## src/rtl/cmdreply.sv

```systemverilog
// cmdreply: serializes read-reply / write-ack requests into framed bytes for the TX FIFO.
module cmdreply #(
   parameter logic [7:0] RD_HEADER = 8'h55,
   parameter logic [7:0] WR_HEADER = 8'haa,
   parameter logic       CHECKSUM  = 1'b1
) (
   input  logic        clk,
   input  logic        reset,
   input  logic        req_valid,
   output logic        req_ready,
   input  logic        req_type,
   input  logic [7:0]  req_address,
   input  logic [7:0]  req_data,
   output logic [7:0]  out_data,
   output logic        out_wr,
   input  logic        out_full,
   output logic        busy,
   output logic [15:0] frames_sent
);
   localparam logic [2:0] IDLE = 3'd0;
   localparam logic [2:0] HDR  = 3'd1;
   localparam logic [2:0] ADDR = 3'd2;
   localparam logic [2:0] DATA = 3'd3;
   localparam logic [2:0] CSUM = 3'd4;

   logic [2:0] state;
   logic       act_type, pend_type, pend_valid;
   logic [7:0] act_addr, act_data, pend_addr, pend_data, xr;
   logic       accept, last, load_req, load_pend, load, src_type;
   logic [7:0] src_addr, src_data, nxt_data;
   logic [2:0] nxt_state;

   assign req_ready = !pend_valid;
   assign accept    = req_valid && req_ready;
   assign out_wr    = (state != IDLE) && !out_full;
   assign busy      = (state != IDLE) || pend_valid;
   assign last      = out_wr && (state == CSUM || (!CHECKSUM && (state == DATA || (state == ADDR && act_type))));
   // pending is promoted at frame end, or from IDLE when it was filled on the final byte's cycle
   assign load_req  = (state == IDLE) && accept;
   assign load_pend = pend_valid && ((state == IDLE) || last);
   assign load      = load_req || load_pend;
   assign src_type  = load_pend ? pend_type : req_type;
   assign src_addr  = load_pend ? pend_addr : req_address;
   assign src_data  = load_pend ? pend_data : req_data;
   assign nxt_state = (state == HDR) ? ADDR : (state == ADDR && !act_type) ? DATA : CSUM;
   assign nxt_data  = (state == HDR) ? act_addr : (state == ADDR && !act_type) ? act_data : xr ^ out_data;

   always_ff @(posedge clk) begin
      if (reset) begin
         state       <= IDLE;
         pend_valid  <= 1'b0;
         out_data    <= 8'h00;
         frames_sent <= 16'h0000;
         xr          <= 8'h00;
      end else begin
         if (accept && state != IDLE) begin
            pend_type  <= req_type;
            pend_addr  <= req_address;
            pend_data  <= req_data;
            pend_valid <= 1'b1;
         end
         if (load_pend) pend_valid <= 1'b0;
         if (last) frames_sent <= frames_sent + 16'd1;
         if (load) begin
            act_type <= src_type;
            act_addr <= src_addr;
            act_data <= src_data;
            out_data <= src_type ? WR_HEADER : RD_HEADER;
            xr       <= 8'h00;
            state    <= HDR;
         end else if (last) begin
            state <= IDLE;
         end else if (out_wr) begin
            xr       <= xr ^ out_data;
            out_data <= nxt_data;
            state    <= nxt_state;
         end
      end
   end
endmodule

```

## config.mk

```make
export PLATFORM = sky130hd
export DESIGN_NAME = cmdreply
export DESIGN_NICKNAME = d
export VERILOG_FILES = /design/src/rtl/cmdreply.sv
export SDC_FILE = /design/constraint.sdc
export NUM_CORES = 1
export LEC_CHECK = 0
export BUFFER_PORTS_ARGS = -buffer_cell sky130_fd_sc_hd__buf_2
export CORE_MARGIN = 2
export CORE_UTILIZATION = 50
export CTS_BUF_LIST = sky130_fd_sc_hd__clkbuf_4 sky130_fd_sc_hd__clkbuf_8 sky130_fd_sc_hd__clkbuf_16
export DETAILED_ROUTE_END_ITERATION = 8
export PLACE_DENSITY_LB_ADDON = 0.2
export SETUP_SLACK_MARGIN = 0.15
export SLEW_MARGIN = 25
export SYNTH_ARGS = -nofsm -noshare
export SYNTH_HDL_FRONTEND = slang
export SYNTH_SLANG_ARGS = --single-unit
```

## constraint.sdc

```tcl
create_clock -name clk -period 5.1 [get_ports clk]
set_clock_uncertainty 0.2 [all_clocks]
set_input_delay 0.255 -clock clk [delete_from_list [all_inputs] [get_ports clk]]
set_output_delay 0.255 -clock clk [all_outputs]
set_load 0.03 [all_outputs]
```

==> PnR_summary.wiki <==
{| class="wikitable"
! Metric !! Value
|-
| Fraction of final layout cells sized beyond drive strength 1 || 0.267
|-
| Yosys warning total || 0
|-
| Number of antenna violations at the first check in global routing || 0
|-
| Final Hold Vio Count || 0
|-
| Largest net degree at the start of global routing || 26
|-
| Sort of element at the start of the critical path || flip-flop
|-
| Largest cells by area after synthesis || sky130_fd_sc_hd__edfxtp_1, sky130_fd_sc_hd__dfxtp_1, sky130_fd_sc_hd__mux2_2
|-
| Post-synthesis cell area || 3090 um2
|-
| Buffer cell driving the clock tree root || sky130_fd_sc_hd__clkbuf_8
|-
| Die Width || 82.6 um
|-
| Classification of the worst-slack hold path || in -> reg
|-
| Largest area contributor in the synthesized netlist || sky130_fd_sc_hd__edfxtp_1
|-
| Worst-case headroom to the max-slew limit || 0.474
|-
| Critical path arrival || 2.37 ns
|-
| Mean routed wirelength per cell || 14.7 um
|-
| Routed vias || 2262
|-
| Max VDD drop || 225 uV
|-
| DRC violation count after routing || 0
|-
| Sequential Area || 1740 um2
|-
| Area used by multi-input combinational logic || 1260 um2
|-
| Status || finished clean
|-
| Htree depth || 3
|-
| Row Count || 28
|-
| Largest fanout on the critical path || 12
|-
| RSZ-0062 raised after global routing || false
|-
| Maximum root-to-sink buffer count || 2
|-
| Via count of the first global-routing pass || 2101
|-
| Fill count || 471
|-
| Sequential share of the synthesized area || 0.564
|-
| Top cell types by occurrence after synthesis || sky130_fd_sc_hd__nor2_1, sky130_fd_sc_hd__dfxtp_1, sky130_fd_sc_hd__edfxtp_1
|-
| Antenna-violating nets left || 0
|-
| Gate count after technology mapping || 275
|-
| Reported leakage power || 1.49 nW
|-
| Clock latency at the later pin of the worst-skew pair || 0.34 ns
|-
| Sink count of the clock tree || 70
|-
| Placeable core region || 5960 um2
|-
| Distinct cells, synth || 48
|-
| Initial DRC count || 145
|-
| Routability congestion estimate from global placement || 0.798
|-
| Placed wire-length estimate after detailed placement || 4.16 mm
|-
| Post-Place Setup Slack || 2.77 ns
|-
| Global routing usage summed across all routing layers || 0.201
|-
| Power density over the cells || 338 nW/um2
|-
| Die Footprint || 6820 um2
|-
| Total overflow reported by the global router || 0
|-
| Syn nets || 297
|-
| Ys flop type || sky130_fd_sc_hd__dfxtp_1
|-
| # setup viols final || 0
|-
| Starting density of the core || 0.518
|-
| Routed Wire Length || 6.23 mm
|-
| Min Clock Period, post-route || 2.34 ns
|-
| CTS Buf Count || 9
|-
| Post-CTS Setup Repair Bufs || 0
|-
| Io pins || 48
|-
| Clock tree from TritonCTS || yes
|-
| Required @ worst endpoint || 5.13 ns
|-
| Maximum achievable frequency || 428 MHz
|-
| Final setup margin || 2.76 ns
|-
| Number of maximum-capacitance constraint violations || 0
|-
| Post-CTS Resized || 0
|-
| Routed via count divided by cell count || 5.35
|-
| Die outline height || 82.6 um
|-
| Post-route setup TNS || 0 ns
|-
| Synthesized area divided by synthesized cell count || 11.2 um2
|-
| Category of the critical setup timing path || reg -> reg
|-
| Total power consumption of the routed design || 0.00128 W
|-
| Layout overhead on the synthesized area || 22.7%
|-
| Synth top area share || 0.331
|-
| Async S/R FF share, synth || 0
|-
| Port Buffers || 47
|-
| Most numerous cell in the Yosys netlist || sky130_fd_sc_hd__nor2_1
|-
| Number of storage elements in the synthesis netlist || 70
|-
| Number of enable-type register cells in the synthesized netlist || 34
|-
| Diodes inserted || 0
|-
| Net count of the finished layout || 365
|-
| Detailed-router iteration count before antenna repair || 4
|-
| Category of the worst setup path capture point || flip-flop
|-
| Global-route wire length before repair || 9.94 mm
|-
| Worst-path clk slew || 0.08 ns
|-
| Crit share post-route || 0.459
|-
| Measured slew at the worst slew-check pin || 0.788 ns
|-
| Total count of max-transition violations in the final report || 0
|}
## registers in the layout (all words and copies together), names as in the netlist
name / cells
pend_type: 1
pend_valid: 1
xr: 8
frames_sent: 16
act_addr: 8
pend_data: 8
act_type: 1
act_data: 8
out_data: 8
pend_addr: 8
state: 3
## where the power goes
| part | internal (W) | total [W] | switching (W) |
|---|---|---|---|
| Sequential | 0.000617 | 0.000637 | 0.0000205 |
| Clock | 0.000285 | 0.000503 | 0.000218 |
| Combinational | 0.0000571 | 0.000141 | 0.0000839 |
| Total | 0.000959 | 0.00128 | 0.000322 |
## worst max-delay path, stage by stage, from the launching register on
cell and delay [ns]:
sky130_fd_sc_hd__dfxtp_1 0.56, sky130_fd_sc_hd__or4b_1 0.64, sky130_fd_sc_hd__nor2_2 0.19, sky130_fd_sc_hd__nor4b_1 0.27, sky130_fd_sc_hd__mux2_2 0.37
## kinds of logic (layout without fill, tap and decap cells)
logic type | count (synthesis) | count (layout) | share of synthesized area
xor+xnor | 17 | 17 | 0.0483
flops | 70 | 70 | 0.564
compound gates | 40 | 40 | 0.102
fa+ha+maj | 1 | 1 | 0.00405
simple gates | 110 | 110 | 0.183
mux | 19 | 19 | 0.0693
buf+inv | 18 | 91 | 0.0284
## timing repair
item	CTS	global route
endpoints found under the hold margin	18	0
setup endpoints to repair	0	0
hold buffers	18	0
## worst paths after layout
check	cells past startpoint	slack [ns]	end	startpoint
worst max-delay path	4	2.76	frames_sent[15]$_SDFFE_PP0P_	state[2]$_SDFFE_PP0P_
worst min-delay path	3	0.09	state[0]$_SDFFE_PP0P_	out_full
worst max register to register	4	2.76	frames_sent[15]$_SDFFE_PP0P_	state[2]$_SDFFE_PP0P_
worst min register to register	2	0.30	frames_sent[1]$_SDFFE_PP0P_	frames_sent[1]$_SDFFE_PP0P_
## metal layers
layer,part of all wire,GRT usage,wire length (um),vias to the layer above
met1,0.48,0.259,2990,1068
li1,-,-,-,1135
met4,0.019,0.100,118,0
met2,0.46,0.318,2880,50
met5,0,0,0,-
met3,0.040,0.0500,249,9
## area by class of cell
cell class	instances	area share
multi-input cells	187	0.334
clock inverters	6	0.0251
flip-flops and latches	70	0.460
inverters	8	0.00793
well taps	75	0.0248
clock buffers	10	0.0347
repair buffers	67	0.114
## layout by cell type, fill, tap and decap left out, drive strengths merged, types with 2 or more instances in the layout
| cell type | instances |
|---|---|
| a211oi | 2 |
| a21oi | 5 |
| a221oi | 7 |
| and2 | 9 |
| buf | 49 |
| bufinv | 2 |
| clkbuf | 10 |
| clkinv | 3 |
| dfxtp | 36 |
| dlygate4sd3 | 18 |
| edfxtp | 34 |
| inv | 9 |
| mux2 | 19 |
| nand2 | 21 |
| nand3 | 6 |
| nand4 | 3 |
| nor2 | 41 |
| nor2b | 3 |
| nor3 | 10 |
| nor4 | 2 |
| nor4b | 5 |
| o211a | 5 |
| o21ai | 3 |
| o31a | 4 |
| o31ai | 5 |
| or2 | 3 |
| or3 | 2 |
| xnor2 | 5 |
| xor2 | 12 |
## metrics by stage
| stage | hold slack [ns] | area [um2] | instances | util |
|---|---|---|---|---|
| global placement | 0.246 | 3380 | 389 | 0.567 |
| CTS | 0.0639 | 3780 | 423 | 0.636 |
| finish | 0.0870 | 3780 | 423 | 0.636 |
| global route | 0.0872 | 3780 | 423 | 0.636 |
| floorplan | 0.154 | 3090 | 275 | - |
| detailed placement | 0.246 | 3380 | 389 | 0.567 |
No activity file was read; power rests on OpenSTA's default activity.
